--- src/rtl/fp_add_seq.sv ---
// fp_add_seq: multi-cycle IEEE-754 single-precision adder/subtractor.
// Computes float1 + float2 (op=0) or float1 - float2 (op=1) through the
// fixed sequence IDLE -> ALIGN -> ADDSUB -> NORM -> ROUND -> DONE.
// Rounding is round-to-nearest-even. Denormal inputs are treated as zero,
// and tiny results are flushed to zero.
// Ports:
//   clk, rst_n            clock (rising edge), asynchronous active-low reset
//   in_valid / in_ready   operand handshake (in_ready high only in IDLE)
//   float1, float2, op    operands and operation, captured on accept
//   out_valid / out_ready result handshake (result held until accepted)
//   result                IEEE-754 single result
//   flags                 {invalid, overflow, underflow}, valid with out_valid
module fp_add_seq (
    input  logic        clk,
    input  logic        rst_n,
    input  logic        in_valid,
    output logic        in_ready,
    input  logic [31:0] float1,
    input  logic [31:0] float2,
    input  logic        op,
    output logic        out_valid,
    input  logic        out_ready,
    output logic [31:0] result,
    output logic [2:0]  flags
);
    typedef enum logic [2:0] {
        IDLE   = 3'd0,
        ALIGN  = 3'd1,
        ADDSUB = 3'd2,
        NORM   = 3'd3,
        ROUND  = 3'd4,
        DONE   = 3'd5
    } state_t;

    state_t state;

    // Captured operands; opb already carries the op-adjusted sign.
    logic [31:0] opa, opb;

    // Special-case result resolved in ALIGN and carried unchanged to ROUND.
    logic        sp;
    logic [31:0] sp_result;
    logic [2:0]  sp_flags;

    // Datapath registers between stages.
    logic               sign_big, eff_sub;
    logic [7:0]         exp_big;
    logic [26:0]        mant_big, mant_small;   // {mant[23:0], G, R, S}
    logic [27:0]        sum;                    // carry bit included
    logic [26:0]        mant_n;
    logic signed [9:0]  exp_n;
    logic               zero_n;

    // ---------------- ALIGN: unpack, classify, swap, shift ----------------
    logic        a_nan, b_nan, a_inf, b_inf, a_zero, b_zero, a_ge_b;
    logic [7:0]  ea, eb, e_big, e_small, e_diff;
    logic [22:0] fa, fb;
    logic [26:0] big_ext, small_ext, shift_mask, al_small;
    logic        al_sp;
    logic [31:0] al_sp_result;
    logic [2:0]  al_sp_flags;

    always_comb begin
        ea      = opa[30:23];
        eb      = opb[30:23];
        fa      = opa[22:0];
        fb      = opb[22:0];
        a_nan   = (ea == 8'hff) && (fa != 23'd0);
        b_nan   = (eb == 8'hff) && (fb != 23'd0);
        a_inf   = (ea == 8'hff) && (fa == 23'd0);
        b_inf   = (eb == 8'hff) && (fb == 23'd0);
        a_zero  = (ea == 8'd0);
        b_zero  = (eb == 8'd0);
        // Exponent-then-fraction ordering makes the raw magnitude compare valid.
        a_ge_b  = (opa[30:0] >= opb[30:0]);
        e_big   = a_ge_b ? ea : eb;
        e_small = a_ge_b ? eb : ea;
        e_diff  = e_big - e_small;
        big_ext   = {1'b1, (a_ge_b ? fa : fb), 3'b000};
        small_ext = {1'b1, (a_ge_b ? fb : fa), 3'b000};
        // Shifts of 27 or more leave only the sticky bit of a nonzero mantissa.
        shift_mask = 27'd0;
        al_small   = 27'd1;
        if (e_diff < 8'd27) begin
            shift_mask = (27'd1 << e_diff) - 27'd1;
            al_small   = (small_ext >> e_diff) | {26'd0, |(small_ext & shift_mask)};
        end

        al_sp        = 1'b1;
        al_sp_result = 32'd0;
        al_sp_flags  = 3'b000;
        if (a_nan || b_nan || (a_inf && b_inf && (opa[31] != opb[31]))) begin
            al_sp_result = 32'h7FC00000;
            al_sp_flags  = 3'b100;
        end else if (a_inf) begin
            al_sp_result = {opa[31], 8'hff, 23'd0};
        end else if (b_inf) begin
            al_sp_result = {opb[31], 8'hff, 23'd0};
        end else if (a_zero && b_zero) begin
            al_sp_result = {opa[31] & opb[31], 31'd0};
        end else if (a_zero) begin
            al_sp_result = opb;
        end else if (b_zero) begin
            al_sp_result = opa;
        end else begin
            al_sp = 1'b0;
        end
    end

    // ---------------- NORM: carry shift or leading-zero shift ----------------
    logic [4:0]        lzc;
    logic [26:0]       nm_mant;
    logic signed [9:0] nm_exp;

    always_comb begin
        // Last hit wins while scanning upward, so lzc reflects the top set bit.
        lzc = 5'd0;
        for (int i = 0; i < 27; i++) begin
            if (sum[i]) lzc = 5'(26 - i);
        end
        if (sum[27]) begin
            // Bit shifted out on the right folds into sticky.
            nm_mant = {sum[27:2], sum[1] | sum[0]};
            nm_exp  = $signed({2'b00, exp_big}) + 10'sd1;
        end else begin
            nm_mant = sum[26:0] << lzc;
            nm_exp  = $signed({2'b00, exp_big}) - $signed({5'd0, lzc});
        end
    end

    // ---------------- ROUND: nearest-even, pack, range checks ----------------
    logic              rd_up;
    logic [24:0]       rd_sum;
    logic [22:0]       rd_frac;
    logic signed [9:0] rd_exp;
    logic [31:0]       rd_result;
    logic [2:0]        rd_flags;

    always_comb begin
        rd_up  = mant_n[2] && (mant_n[1] || mant_n[0] || mant_n[3]);
        rd_sum = {1'b0, mant_n[26:3]} + {24'd0, rd_up};
        if (rd_sum[24]) begin
            rd_frac = rd_sum[23:1];
            rd_exp  = exp_n + 10'sd1;
        end else begin
            rd_frac = rd_sum[22:0];
            rd_exp  = exp_n;
        end
        rd_flags = 3'b000;
        if (sp) begin
            rd_result = sp_result;
            rd_flags  = sp_flags;
        end else if (zero_n) begin
            rd_result = 32'd0;                  // exact cancellation gives +0
        end else if (rd_exp >= 10'sd255) begin
            rd_result = {sign_big, 8'hff, 23'd0};
            rd_flags  = 3'b010;
        end else if (rd_exp <= 10'sd0) begin
            rd_result = {sign_big, 31'd0};
            rd_flags  = 3'b001;
        end else begin
            rd_result = {sign_big, rd_exp[7:0], rd_frac};
        end
    end

    // ---------------- FSM and stage registers ----------------
    always_ff @(posedge clk or negedge rst_n) begin
        if (!rst_n) begin
            state      <= IDLE;
            in_ready   <= 1'b0;
            out_valid  <= 1'b0;
            result     <= 32'd0;
            flags      <= 3'b000;
            opa        <= 32'd0;
            opb        <= 32'd0;
            sp         <= 1'b0;
            sp_result  <= 32'd0;
            sp_flags   <= 3'b000;
            sign_big   <= 1'b0;
            eff_sub    <= 1'b0;
            exp_big    <= 8'd0;
            mant_big   <= 27'd0;
            mant_small <= 27'd0;
            sum        <= 28'd0;
            mant_n     <= 27'd0;
            exp_n      <= 10'sd0;
            zero_n     <= 1'b0;
        end else begin
            case (state)
                IDLE: begin
                    // in_ready comes up one cycle after reset release.
                    if (in_valid && in_ready) begin
                        opa      <= float1;
                        opb      <= {float2[31] ^ op, float2[30:0]};
                        in_ready <= 1'b0;
                        state    <= ALIGN;
                    end else begin
                        in_ready <= 1'b1;
                    end
                end
                ALIGN: begin
                    sp         <= al_sp;
                    sp_result  <= al_sp_result;
                    sp_flags   <= al_sp_flags;
                    sign_big   <= a_ge_b ? opa[31] : opb[31];
                    eff_sub    <= opa[31] ^ opb[31];
                    exp_big    <= e_big;
                    mant_big   <= big_ext;
                    mant_small <= al_small;
                    state      <= ADDSUB;
                end
                ADDSUB: begin
                    sum   <= eff_sub ? ({1'b0, mant_big} - {1'b0, mant_small})
                                     : ({1'b0, mant_big} + {1'b0, mant_small});
                    state <= NORM;
                end
                NORM: begin
                    mant_n <= nm_mant;
                    exp_n  <= nm_exp;
                    zero_n <= (sum == 28'd0);
                    state  <= ROUND;
                end
                ROUND: begin
                    result    <= rd_result;
                    flags     <= rd_flags;
                    out_valid <= 1'b1;
                    state     <= DONE;
                end
                DONE: begin
                    if (out_ready) begin
                        out_valid <= 1'b0;
                        in_ready  <= 1'b1;
                        state     <= IDLE;
                    end
                end
                default: begin
                    state <= IDLE;
                end
            endcase
        end
    end
endmodule
--- config.mk ---
export PLATFORM = sky130hd
export DESIGN_NAME = fp_add_seq
export DESIGN_NICKNAME = d
export VERILOG_FILES = /design/src/rtl/fp_add_seq.sv
export SDC_FILE = /design/constraint.sdc
export NUM_CORES = 1
export LEC_CHECK = 0
export ABC_CLOCK_PERIOD_IN_PS = 6740
export BUFFER_PORTS_ARGS = -buffer_cell sky130_fd_sc_hd__buf_2
export CAP_MARGIN = 10
export CORE_ASPECT_RATIO = 0.5
export CORE_UTILIZATION = 35
export CTS_BUF_LIST = sky130_fd_sc_hd__clkbuf_4 sky130_fd_sc_hd__clkbuf_8 sky130_fd_sc_hd__clkbuf_16
export CTS_CLUSTER_DIAMETER = 30
export DETAILED_ROUTE_END_ITERATION = 6
export GPL_ROUTABILITY_DRIVEN = 0
export SLEW_MARGIN = 20
export SYNTH_ARGS = -nofsm -noshare
export SYNTH_HDL_FRONTEND = slang
export SYNTH_SLANG_ARGS = --single-unit
--- constraint.sdc ---
create_clock -name clk -period 6.74 [get_ports clk]
set_clock_uncertainty 0.1 [all_clocks]
set_input_delay 1.011 -clock clk [delete_from_list [all_inputs] [get_ports clk]]
set_output_delay 1.011 -clock clk [all_outputs]
set_load 0.02 [all_outputs]
---- Yosys cells after proc, flatten, opt, wreduce, memory -nomap -nowiden ----
Index checks and enable logic that the tools add are counted.
word-level totals
  bits in registers ....................... 267
  bits of input ports ..................... 69
  output and inout bits ................... 37
  word-level logic and storage cells ...... 145
operators by class
  $add $sub $neg .......................... 8
  order comparisons ....................... 4
  equal/unequal tests ..................... 10
  shifts and indexed selects .............. 3
  multiplexer cells ....................... 67
  bitwise logic cells ..................... 6
  reductions and logical operators ........ 28
operators by type and width
  operator               number
  $mux 32                8
  $mux 5                 27
  $mux 23                3
  $mux 31                2
  $mux 27                2
  $logic_not 23->1       2
  $reduce_bool 23->1     2
  $ge 31x31->1           1
  $add 27x27->28         1
  $logic_not 28->1       1
  $mux 28                1
  $sub 27x27->28         1
  $and 27x27->27         1
  $or 27x1->27           1
  $reduce_or 27->1       1
  $shl 1x8->27 const A   1
  $shl 27x5->27          1
  $shr 27x8->27          1
  $sub 27x1->27 const B  1
  $add 24x1->25          1
  $mux 10                2
  $pmux 3 s6             1
  $eq 8x8->1 const B     2
  $logic_not 8->1        2
  other kinds (25)       60

---- Logic depth before layout (Yosys ltp) ----
Gate-level depths: netlist of the first run.
  word-level depth ........................ 29
  mapped depth ............................ 25
  mapped depth without buffers ............ 20

---- Least setup slack after synthesis of the first run ----
OpenSTA, ideal clock, no wires.
  kind .................................... register to register
  from .................................... register opb[28]
  to ...................................... register mant_small[0]
  library setup time ...................... 0.135 ns
  data arrival time ....................... 4.977 ns
  data required time ...................... 6.505 ns
  slack ................................... 1.528 ns
  stages on the path, launching flop included .. 23
  buffers on the path ..................... 3
  period minus slack after synthesis ...... 5.212 ns
  cell sequence ........................... dfrtp_1 -> inv_1 -> ha_1 -> buf_4 -> and2_1 -> a221o_1 -> a21oi_1 -> nand4_2 -> nor2_2 -> buf_2 -> clkbuf_1 -> a21oi_1 -> ha_1 -> a21oi_1 -> o21ai_1 -> o211a_1 -> o211ai_1 -> o2111ai_1 -> or3_1 -> a31oi_1 -> o32ai_1 -> a21oi_1 -> o22ai_1
on the way
  word-level cells in the longest chain between the ends .. 9
  elaborated cells between the ends (all ways) .. 13
  classes of those cells .................. add/sub (2); order compare (2); shift (2); mux (4); bitwise (2); reduce/logical (1)
RTL lines
  what                              line    RTL
  start, declared                   38      logic [31:0] opa, opb;
  start signal, assigned            194     opb <= {float2[31] ^ op, float2[30:0]};
  $ge 31x31->1                      75      a_ge_b = (opa[30:0] >= opb[30:0]);
  $mux 8, on equally long branches  76, 77
  $sub 8x8->8                       78      e_diff = e_big - e_small;
  $shl 1x8->27                      85      shift_mask = (27'd1 << e_diff) - 27'd1;
  $sub 27x1->27                     85
  $and 27x27->27                    86      al_small = (small_ext >> e_diff) | {26'd0, |(small_ext & shift_mask)};
  $reduce_or 27->1                  86
  $or 27x1->27                      86
  $mux 27 *                         84      if (e_diff < 8'd27) begin
  end signal, assigned              209     mant_small <= al_small;
  end, declared                     48      logic [26:0] mant_big, mant_small;
Mark *: on every way between the ends. The rest lies on a longest branch, timed or not.
A chain may end at the register's enable or synchronous reset.

---- Worst setup path after layout of the first run ----
  from .................................... register opb[28]
  to ...................................... register mant_small[20]
on the way
  word-level cells in the longest chain between the ends .. 6
  elaborated cells between the ends (all ways) .. 9
  classes of those cells .................. add/sub (1); order compare (2); shift (1); mux (4); bitwise (1)
RTL lines
  what                              line
  $ge 31x31->1                      75
  $mux 8, on equally long branches  76, 77
  $sub 8x8->8                       78
  $shr 27x8->27                     86
  $or 27x1->27                      86
  $mux 27 *                         84
Marked as above.

==> results.json, run 1 <==
{
  "async_flop_share_pct": 100,
  "cp-end-kind": "register",
  "h-tree-depth": 2,
  "clockBufferDepth": 3,
  "reg2reg_from": "opb[28]$_DFFE_PN0P_",
  "ys.flop_type": "dfrtp_1",
  "initial_core_util_pct": 35.4,
  "grt_use_met3_pct": 3.81,
  "grt_max_degree": 162,
  "maxSlewViolCount": 0,
  "routed_wl_um": 64000,
  "period_needed_ns": 6.08,
  "crit_slowest_cell": "nand4_1",
  "pin_count": 106,
  "rows": 60,
  "cts_buffers": 56,
  "reg2reg_slack_ns": 0.66,
  "grtUsageMet2_pct": 33.1,
  "start_kind": "register",
  "timing.critical_path.mode_cell": "a21oi_1",
  "clk_latency_ns": 0.60,
  "critPathMaxStageDelay_ns": 0.58,
  "synthTopCellsByCount": "nand2_1 (273), dfrtp_1 (265), nor2_1 (227)",
  "timing.rr.end": "mant_small[20]$_DFFE_PN0P_",
  "drv_cap": 0,
  "post-dp-hpwl_um": 47300,
  "cts_tree": "yes",
  "grt_pass1_wl_um": 99100,
  "yosysTopAreaCell": "dfrtp_1",
  "cts_resized": 0,
  "synth.top_cells.by_area": "dfrtp_1 (35%), mux2i_1 (6.5%), ha_1 (5.9%)",
  "path_cells": "inv_1 -> ha_1 -> and2_1 -> a221o_1 -> a21oi_1 -> nand4_2 -> nor2_2 -> nor2_1 -> a21oi_1 -> ha_1 -> a21oi_1 -> o21ai_1 -> o2111ai_1 -> a21bo_2 -> o211ai_2 -> and2_1 -> nand4_1 -> nor2_1 -> nand2_1 -> o22ai_1",
  "avgSynthCellArea_um2": 8.27,
  "cp.required_ns": 7.13,
  "synthDominantCellAreaShare_pct": 34.8,
  "ys_types": 98,
  "crit_fanout": 17,
  "slew-limit-headroom_pct": 21.1,
  "hold_viol": 0,
  "die_area_um2": 55500,
  "nFillCells": 5368,
  "drive_above_1_share_pct": 13.8,
  "period_share_pct": 90.1,
  "grt_use_met1_pct": 33.2,
  "crit_family": "simple AND/OR/NAND/NOR gates",
  "num-nets-final": 2506,
  "worstHoldPathType": "in -> async",
  "area_delta_synth_final_pct": 15.9,
  "synth_area_um2": 19100,
  "antenna_found_initial": 4,
  "yosysMostFrequentCell": "nand2_1",
  "cp_data_arrival_time_ns": 6.47,
  "status": "complete, no violations",
  "drt-pass1-iter-count": 6,
  "path_buf_inv": 1,
  "final_util_pct": 41.1,
  "rsz0062_at_grt": "no",
  "path_class": "reg -> reg",
  "tightest_slew_ns": 1.18,
  "final_cell_area_um2": 22100,
  "first_global_vias": 16600,
  "wire_per_inst_um": 20.6,
  "cts.sinks": 265,
  "reg2reg_depth": 20,
  "finalSetupViolCount": 0,
  "syn-num-nets": 2468,
  "drt_iter0_drc": 2178,
  "cts.clk_slew.worst_paths_ns": 0.05,
  "die_h_um": 167,
  "gr-total-overflow": 0,
  "core_um2": 53800,
  "drc_errors": 0,
  "grt_busiest_layer": "met1",
  "synth_seq_cells": 265,
  "postRouteAntennaNets": 0,
  "via_per_inst": 5.82,
  "synth-seq-area-share_pct": 34.8,
  "die_w_um": 332,
  "vias": 18100,
  "cts_hold_repair.buffers": 0,
  "tns_ns": 0,
  "synth-edff-count": 0,
  "port_buffers": 105,
  "place_area_um2": 20100,
  "fmaxAchievable_mhz": 165,
  "post-cts-setup-buffers": 0,
  "track_usage_pct": 22.5,
  "postSynthCellCount": 2307,
  "root_buffer": "clkbuf_16",
  "yosysWarnings": 0
}
## worst reg2reg max path, stage by stage, from the launching register on
cell and delay, ns:
dfrtp_1 0.43, inv_1 0.10, ha_1 0.40, and2_1 0.25, a221o_1 0.34, a21oi_1 0.33
nand4_2 0.32, nor2_2 0.36, nor2_1 0.09, a21oi_1 0.13, ha_1 0.27, a21oi_1 0.09
o21ai_1 0.12, o2111ai_1 0.23, a21bo_2 0.27, o211ai_2 0.12, and2_1 0.56, nand4_1 0.58
nor2_1 0.47, nand2_1 0.24, o22ai_1 0.18
## cell families (layout without fill, tap and decap cells)
family / count (synthesis) / count (layout) / synth area share, %
simple gates: 771 / 771 / 18.8
compound gates: 678 / 678 / 22.2
flops: 265 / 265 / 34.8
buf+inv: 259 / 345 / 5.34
mux: 178 / 178 / 9.81
fa+ha+maj: 93 / 93 / 6.16
xor+xnor: 63 / 63 / 2.89
other cells: 0 / 1 / 0
## through the flow
step,worst slack [ns],hold WS (ns),std cells
global placement,1.13,0.356,3000
detailed placement,0.848,0.354,3000
global route,0.137,0.402,3106
finish,0.664,0.363,3107
CTS,0.824,0.367,3106
floorplan,1.53,0.342,2307
## routing by layer
metal	vias up	part of all wire, %
met4	4	3.0
met2	778	42
met3	127	8.0
met1	8728	46
met5	-	0.11
li1	8449	-
## sequential cells by signal, indices dropped and copies added (netlist names), 10 cells and up
register,count
exp_n,10
mant_big,24
mant_n,27
mant_small,27
opa,32
opb,32
result,32
sp_result,32
sum,28
## layout make-up
class	count	area, µm²	share of cell area (%)
Clock inverter	46	554	2.51
Sequential cell	265	6630	30.0
Clock buffer	60	1450	6.56
Tap cell	713	892	4.03
Multi-Input combinational cell	1783	11500	51.8
Timing Repair Buffer	128	721	3.26
Antenna cell	1	2.50	0.0113
Inverter	111	417	1.88
## cell usage in the layout, fill, tap and decap left out, drive strengths merged, types with 7 or more instances in the layout
cell type  count
nand2        274
dfrtp        265
nor2         228
o21ai        212
a21oi        174
buf          128
inv          125
mux2i        124
ha            90
clkbuf        60
o22ai         56
nor3          53
mux2          52
nand3         50
xnor2         40
a22oi         30
nand4         29
a211oi        24
xor2          23
nor4          23
a31oi         22
and3          21
nor2b         18
and2          18
clkinv        17
a221oi        16
a21o          12
or3           12
nand2b        12
o211ai        12
o31ai         10
o21a           9
clkinvlp       9
o31a           8
a221o          7
a2111oi        7
or2            7
## worst max path at each step
| stage | slack (ns) | cells past startpoint | start | to |
|---|---|---|---|---|
| final | 0.66 | 20 | opb[28]$_DFFE_PN0P_ | mant_small[20]$_DFFE_PN0P_ |
| after global routing | 0.14 | 20 | opb[28]$_DFFE_PN0P_ | mant_small[20]$_DFFE_PN0P_ |
| after CTS | 0.82 | 20 | opb[28]$_DFFE_PN0P_ | mant_small[20]$_DFFE_PN0P_ |
| after global placement | 1.13 | 20 | opb[28]$_DFFE_PN0P_ | mant_small[26]$_DFFE_PN0P_ |
| after floorplan | 1.53 | 22 | opb[28]$_DFFE_PN0P_ | mant_small[0]$_DFFE_PN0P_ |
| after detailed placement | 0.85 | 20 | opb[28]$_DFFE_PN0P_ | mant_small[20]$_DFFE_PN0P_ |
Power of run 1 is left out: the tool's default activity adds up to more than one toggle a clock period on the data nets, which glitch-free logic cannot reach.
==> inputs of run 2 (changes only) <==
CORE_UTILIZATION = 55   (was 35)
PLACE_DENSITY = 0.73   (was unset)
==> run 2 against run 1 <==
Net effect: via count up 1.0%; register-to-register slack better by 0.06 ns; utilization up 22 points; critical path depth unchanged; count of clock-buffer cells in the layout down 16; critical path type unchanged; critical endpoint unchanged.
==> results.json, run 2 (same netlist as run 1, synthesis figures left out) <==
{
  "hold_viol": 0,
  "crit_family": "simple AND/OR/NAND/NOR gates",
  "timing.rr.end": "mant_small[20]$_DFFE_PN0P_",
  "path_buf_inv": 1,
  "num-nets-final": 2487,
  "regArea_um2": 6630,
  "cp.required_ns": 7.10,
  "core_um2": 33600,
  "finalSetupViolCount": 0,
  "multi_input_area_um2": 11400,
  "post-dp-hpwl_um": 44800,
  "die_area_um2": 35500,
  "rsz0062_at_grt": "no",
  "cts.clk_slew.worst_paths_ns": 0.06,
  "timing.critical_path.mode_cell": "a21oi_1",
  "die_h_um": 134,
  "routed_wl_um": 60900,
  "fmaxAchievable_mhz": 166,
  "grt_pass1_wl_um": 94700,
  "cts.sinks": 265,
  "reg2reg_slack_ns": 0.72,
  "drt-pass1-iter-count": 6,
  "worstHoldPathType": "reg -> reg",
  "gr-total-overflow": 0,
  "crit_slowest_cell": "nand4_1",
  "reg2reg_depth": 20,
  "cp-end-kind": "register",
  "tightest_slew_ns": 1.12,
  "cts_tree": "yes",
  "cts_resized": 0,
  "drc_errors": 0,
  "crit_fanout": 17,
  "period_share_pct": 89.2,
  "cts_hold_repair.buffers": 0,
  "track_usage_pct": 34.1,
  "pin_count": 106,
  "reg2reg_from": "opb[28]$_DFFE_PN0P_",
  "hold_path.startpoint": "flags[0]$_DFFE_PN0P_",
  "status": "complete, no violations",
  "antenna_found_initial": 2,
  "initial_core_util_pct": 56.8,
  "hold_end": "flags[0]$_DFFE_PN0P_",
  "hold_depth": 2,
  "tns_ns": 0,
  "slew-limit-headroom_pct": 24.9,
  "drv_cap": 0,
  "final_util_pct": 62.7,
  "path_class": "reg -> reg",
  "clk_latency_ns": 0.54,
  "clockBufferDepth": 3,
  "via_per_inst": 6.49,
  "vias": 18300,
  "rows": 47,
  "grt_max_degree": 178,
  "critPathMaxStageDelay_ns": 0.58,
  "path_cells": "inv_1 -> ha_1 -> and2_1 -> a221o_1 -> a21oi_1 -> nand4_2 -> nor2_2 -> nor2_1 -> a21oi_1 -> ha_1 -> a21oi_1 -> o21ai_1 -> o2111ai_1 -> a21bo_2 -> o211ai_2 -> and2_1 -> nand4_1 -> nor2_1 -> nand2_1 -> o22ai_1",
  "start_kind": "register",
  "wire_per_inst_um": 21.6,
  "final_cell_mix": "nand2_1 (273), dfrtp_1 (265), nor2_1 (226), o21ai_0 (193), a21oi_1 (174)",
  "post-cts-setup-buffers": 0,
  "postRouteAntennaNets": 0,
  "area_delta_synth_final_pct": 10.4,
  "final_common_cell": "nand2_1",
  "cp_data_arrival_time_ns": 6.37,
  "drive_above_1_share_pct": 12.2,
  "drt_iter0_drc": 2721,
  "first_global_vias": 16700,
  "cts_buffers": 38,
  "root_buffer": "clkbuf_16",
  "port_buffers": 105,
  "die_w_um": 265,
  "period_needed_ns": 6.02,
  "h-tree-depth": 2,
  "nFillCells": 2888,
  "maxSlewViolCount": 0
}
==> run 2: cell count changes in the layout (fill, tap and decap cells not counted), moves of 2 or more <==
| cell | before | now |
|---|---|---|
| inv_6 | 15 | 7 |
| inv_8 | 1 | 3 |
| bufinv_16 | 6 | 1 |
| clkbuf_16 | 56 | 39 |
| clkinv_4 | 10 | 3 |
| clkinvlp_4 | 9 | 4 |
==> run 2: worst max-delay path by stage <==
stage | startpoint | to | cells past startpoint | slack [ns]
2_1_floorplan | opb[28]$_DFFE_PN0P_ | mant_small[0]$_DFFE_PN0P_ | 22 | 1.53
3_3_place_gp | opb[28]$_DFFE_PN0P_ | mant_small[26]$_DFFE_PN0P_ | 20 | 1.20
3_5_place_dp | opb[28]$_DFFE_PN0P_ | mant_small[20]$_DFFE_PN0P_ | 20 | 1.0
4_1_cts | opb[28]$_DFFE_PN0P_ | mant_small[25]$_DFFE_PN0P_ | 20 | 0.97
5_1_grt | opb[28]$_DFFE_PN0P_ | mant_small[19]$_DFFE_PN0P_ | 20 | 0.43
6_report | opb[28]$_DFFE_PN0P_ | mant_small[20]$_DFFE_PN0P_ | 20 | 0.72
==> run 2: final cells by class <==
cell class / instances / area share [%]
well taps: 465 / 2.76
repair buffers: 127 / 3.39
diodes: 1 / 0.0119
clock buffers: 44 / 4.93
flip-flops and latches: 265 / 31.5
multi-input cells: 1783 / 54.4
inverters: 111 / 1.98
clock inverters: 22 / 1.06
==> run 2: worst register-to-register path: cells and delay by family (launching register included) <==
family | cells | cell delay, ns
and+or+nand+nor | 8 | 2.81
AOI/OAI and AO/OA | 9 | 1.79
adders and majority gates | 2 | 0.69
DFF | 1 | 0.43
buffers and inverters | 1 | 0.10
==> run 2: per-layer routing <==
metal  vias up  global-route usage [%]  wire length (µm)
met5         -                       0                13
met4         2                    8.86              1490
met3       146                    9.00              7260
met2      1065                    47.9             24900
met1      8683                    51.4             27200
li1       8379                       -                 -
==> run 2: per-stage QoR <==
step           area, µm²  setup WS [ns]  instances  hold WS [ns]
6_report           21100          0.725       2818         0.374
3_3_place_gp       19800           1.20       2751         0.356
2_1_floorplan      19100           1.53       2307         0.342
3_5_place_dp       19800          0.999       2751         0.356
4_1_cts            21100          0.975       2817         0.371
5_1_grt            21100          0.433       2818         0.392
Power of run 2 is left out for the same reason.
